--- src/rtl/pipe_stage_ctrl.sv ---
// Pipeline sequencer for a 5-stage CPU: PC and stage-register write-enables, per-stage valid
// tracking, and hazard resolution in the order memory freeze, taken branch, load-use bubble.
module pipe_stage_ctrl #(
    parameter int unsigned MEM_WAIT = 2,
    parameter int unsigned CNT_W    = 4
) (
    input  logic             clk,
    input  logic             rst,
    input  logic             fetch_valid,
    input  logic             id_load_use,
    input  logic             ex_branch_taken,
    input  logic             mem_req,
    output logic             pc_en,
    output logic             ifid_en,
    output logic             idex_en,
    output logic             exmem_en,
    output logic             memwb_en,
    output logic             ifid_valid,
    output logic             idex_valid,
    output logic             exmem_valid,
    output logic             memwb_valid,
    output logic             busy,
    output logic [CNT_W-1:0] stall_cnt
);

    typedef enum logic {
        ST_RUN  = 1'b0,
        ST_WAIT = 1'b1
    } state_t;

    localparam logic MEM_STALLS = (MEM_WAIT != 0);

    state_t           state;
    state_t           state_nx;
    logic [CNT_W-1:0] cnt_nx;
    logic             freeze;
    logic             ifid_valid_nx;
    logic             idex_valid_nx;
    logic             exmem_valid_nx;
    logic             memwb_valid_nx;

    // State, counter and valid registers
    always_ff @(posedge clk) begin
        if (rst) begin
            state       <= ST_RUN;
            stall_cnt   <= '0;
            ifid_valid  <= 1'b0;
            idex_valid  <= 1'b0;
            exmem_valid <= 1'b0;
            memwb_valid <= 1'b0;
        end else begin
            state       <= state_nx;
            stall_cnt   <= cnt_nx;
            ifid_valid  <= ifid_valid_nx;
            idex_valid  <= idex_valid_nx;
            exmem_valid <= exmem_valid_nx;
            memwb_valid <= memwb_valid_nx;
        end
    end

    assign busy = (state == ST_WAIT);

    // Next state, enables and next valids
    always_comb begin
        state_nx       = state;
        cnt_nx         = stall_cnt;
        freeze         = 1'b0;
        pc_en          = 1'b1;
        ifid_en        = 1'b1;
        idex_en        = 1'b1;
        exmem_en       = 1'b1;
        memwb_en       = 1'b1;
        ifid_valid_nx  = fetch_valid;
        idex_valid_nx  = ifid_valid;
        exmem_valid_nx = idex_valid;
        memwb_valid_nx = exmem_valid;

        case (state)
            ST_RUN: begin
                if (exmem_valid && mem_req && MEM_STALLS) begin
                    freeze   = 1'b1;
                    state_nx = ST_WAIT;
                    cnt_nx   = CNT_W'(MEM_WAIT - 1);
                end
            end
            ST_WAIT: begin
                // Release cycle does not look at mem_req, so the same op is never re-stalled
                if (stall_cnt != '0) begin
                    freeze = 1'b1;
                    cnt_nx = stall_cnt - CNT_W'(1);
                end else begin
                    state_nx = ST_RUN;
                end
            end
            default: begin
                state_nx = ST_RUN;
                cnt_nx   = '0;
            end
        endcase

        if (freeze) begin
            // Upstream stages hold; a bubble drains into WB so nothing writes back twice
            pc_en          = 1'b0;
            ifid_en        = 1'b0;
            idex_en        = 1'b0;
            exmem_en       = 1'b0;
            ifid_valid_nx  = ifid_valid;
            idex_valid_nx  = idex_valid;
            exmem_valid_nx = exmem_valid;
            memwb_valid_nx = 1'b0;
        end else if (ex_branch_taken && idex_valid) begin
            ifid_valid_nx  = 1'b0;
            idex_valid_nx  = 1'b0;
            exmem_valid_nx = 1'b1;
        end else if (id_load_use && ifid_valid && idex_valid) begin
            pc_en          = 1'b0;
            ifid_en        = 1'b0;
            ifid_valid_nx  = ifid_valid;
            idex_valid_nx  = 1'b0;
            exmem_valid_nx = 1'b1;
        end

        if (rst) begin
            pc_en    = 1'b0;
            ifid_en  = 1'b0;
            idex_en  = 1'b0;
            exmem_en = 1'b0;
            memwb_en = 1'b0;
        end
    end

endmodule

--- config.mk ---
export PLATFORM = sky130hd
export DESIGN_NAME = pipe_stage_ctrl
export DESIGN_NICKNAME = d
export VERILOG_FILES = /design/src/rtl/pipe_stage_ctrl.sv
export SDC_FILE = /design/constraint.sdc
export NUM_CORES = 1
export LEC_CHECK = 0
export ABC_CLOCK_PERIOD_IN_PS = 1650
export BUFFER_PORTS_ARGS = -buffer_cell sky130_fd_sc_hd__buf_4
export CAP_MARGIN = 30
export CORE_AREA = 2 2 39 41
export DETAILED_ROUTE_END_ITERATION = 8
export DIE_AREA = 0 0 41 43
export GPL_TIMING_DRIVEN = 0
export PLACE_DENSITY_LB_ADDON = 0.1
export SLEW_MARGIN = 10
export SYNTH_ARGS = -nofsm -noshare
export SYNTH_HDL_FRONTEND = slang
export SYNTH_SLANG_ARGS = --single-unit
--- constraint.sdc ---
create_clock -name clk -period 1.65 [get_ports clk]
set_input_delay 0.165 -clock clk [delete_from_list [all_inputs] [get_ports clk]]
set_output_delay 0.165 -clock clk [all_outputs]
set_load 0.01 [all_outputs]
==> flow_summary.ini <==
[cells_and_area]
num-fill-cells = 147
drive_gt1_share_pct = 47.56
area_growth_pct = 52.38
n_antenna_cell = 0
nets = 90

[worst_setup_path]
worstPathMaxFanout = 3
critPathRequiredTime_ps = 1480
critPathArrivalTime_ps = 1490
slowest_stage = dfxtp_2
cp-end-kind = primary output
timing.critical_path.buf_inv = 3
critPathTopFamily = simple AND/OR/NAND/NOR gates
worstSetupPathType = flip-flop to primary output
start_kind = flip-flop
slowest_delay_ps = 330
path_cells = inv_2, ha_4, nor3b_4, o21ai_2, nor3_2, buf_4, buf_6

[global_routing]
antenna_found_initial = 0
first_global_vias = 486
track_usage_pct = 16.48
grt_max_degree = 11
grt_pass1_wl_mm = 1.994
grt_overflow = 0

[clock_tree]
clockRootBuffer = clkbuf_4
clk_latency_ps = 260
cts_tree = yes
clk_pin_slew_ps = 60
hold_buffers = 0
cts_buffer_depth = 2
cts_sinks = 9
htree_levels = 1
numCtsBuffers = 3

[drt]
wire_per_inst_um = 12.27
first_iter_violations = 4
routed_wl_mm = 1.202
antenna_left = 0
firstDrtPassIters = 3
drc = 0
via_count = 524
avgViaCountPerCell = 5.347

[synthesis]
synth_cells = 55
synth-seq-cells = 9
yosys.cell_types.count = 29
synth_top_cell_by_area = dfxtp_1
synth.avg_cell_area_sq_um = 8.599
netlist_top_cells_area = dfxtp_1 38%, a21oi_1 5.3%, nand3_1 5.3%
synth_top_area_share_pct = 38.10
syn-num-nets = 62
synth_warnings = 0
ys_seq_area_share_pct = 38.10
synthesis.area_sq_um = 473.0

[timing]
slew_violations = 0
rsz0062_at_grt = true
finalSetupViolations = 1
clock.fmax_mhz = 603.6
hold_viol = 0
tns_ps = -6.675
min_period_over_period_pct = 100.4
fin_skew_ps = 1.726
tightest_slew_ps = 472.3
relSlewSlack_pct = 68.52
whs_ps = 223.8
min_period_ps = 1657
setup_ws_ps = -6.675

[floorplan]
start_util_pct = 34.18
die_y_um = 43
die-width_um = 41
fp.coreArea_sq_mm = 0.001384
rows = 14
fp.dieArea_sq_mm = 0.001763
io_pins = 20

[status]
outcome = finished, violations left
violations = negative setup slack

[place]
pre_cts_slack_ps = -41.69
routabilityCongestion = 0.6828
io_buffers = 18
hpwl_um = 790.5

[power]
design_power_total_mw = 0.5001
power.leakage_nw = 0.3164
powerDensity_mw_per_mm2 = 693.9
irDropWorstVdd_v = 0.0003076

[min_path]
hp-class = primary input to flip-flop

[flow_run]
drv_cap = 0
==> cell usage after synthesis, drive strengths merged <==
| master | instances |
|---|---|
| dfxtp | 9 |
| a21oi | 5 |
| inv | 5 |
| nand3 | 5 |
| nor2 | 3 |
| nor3 | 3 |
| o21ai | 3 |
| buf | 2 |
| nand3b | 2 |
| o211ai | 2 |
| a211oi | 1 |
| a21o | 1 |
| a22o | 1 |
| and3 | 1 |
| clkbuf | 1 |
| ha | 1 |
| mux2i | 1 |
| nand2 | 1 |
| nand4 | 1 |
| nand4b | 1 |
| nand4bb | 1 |
| nor2b | 1 |
| nor3b | 1 |
| o2111ai | 1 |
| o31ai | 1 |
| or3 | 1 |
==> state kept, by name (all words and copies together) (netlist names) <==
register and flops:
busy 1, ifid_valid 1, memwb_valid 1, exmem_valid 1
stall_cnt 4, idex_valid 1
==> where the power goes <==
group | switching (mW) | internal, mW | leakage [nW]
combinational | 0.0432 | 0.0519 | 0.227
clock | 0.0770 | 0.0932 | 0.0150
sequential | 0.00969 | 0.225 | 0.0746
==> repair_timing <==
item / 4_1_cts / 5_1_grt
buffers inserted: 4 / 2
pin swaps: 4 / 3
resized for setup: 8 / 1
cloned: 0 / 0
setup endpoints to repair: 4 / 4
==> stage by stage <==
step / instance area, sq um / util [%] / cells
floorplan: 478.0 / - / 55
global placement: 633.1 / 45.75 / 89
detailed placement: 633.1 / 45.75 / 89
CTS: 704.4 / 50.90 / 96
global route: 720.7 / 52.08 / 98
finish: 720.7 / 52.08 / 98
==> layer usage <==
metal,part of all wire (%),track usage [%],up-vias
met5,0,0,-
met4,4.0,8.000,0
met3,6.2,4.712,6
met2,50,24.06,20
met1,40,21.29,242
li1,-,-,256
==> worst paths after layout <==
kind / slack, ps / from / to / cells after the start
hold / removal: 220 / ex_branch_taken / ifid_valid$_SDFFE_PP0P_ / 3
setup / recovery: -7 / stall_cnt[0]$_SDFFE_PP0P_ / pc_en / 7
setup reg to reg: 270 / stall_cnt[1]$_SDFFE_PP0P_ / stall_cnt[0]$_SDFFE_PP0P_ / 6
hold reg to reg: 520 / ifid_valid$_SDFFE_PP0P_ / ifid_valid$_SDFFE_PP0P_ / 2
==> tightest hold or removal path, cell delays in order <==
cell	delay (ps)
buf_4	90
a22o_1	130
o31ai_1	60
==> cells in the final DEF, fill, tap and decap left out, types with 2 or more instances in the layout <==
cell / n
buf_4: 24
clkbuf_1: 2
inv_1: 2
nor2_1: 3
dfxtp_2: 3
clkbuf_4: 3
o21ai_0: 2
nand3_1: 5
dfxtp_1: 6
a21oi_1: 5
o211ai_1: 2
inv_2: 3
nor3_1: 2
==> cell type report <==
class	instances	area [sq um]	area share [%]
Timing Repair Buffer	24	183.9	25.52
Inverter	5	18.77	2.604
Tap cell	16	20.02	2.778
Buffer	2	11.26	1.563
Multi-Input combinational cell	38	276.5	38.37
Sequential cell	9	183.9	25.52
Clock buffer	4	26.28	3.646
==> cells by family after synthesis <==
| group | share of synthesized area (%) |
|---|---|
| multiplexers | 2.116 |
| AO/OA/AOI/OAI | 20.11 |
| flip-flops | 38.09 |
| adder cells (fa/ha/maj) | 2.645 |
| AND/OR/NAND/NOR | 29.10 |
| buffers and inverters | 7.933 |
(Power assumes the default switching activity.)
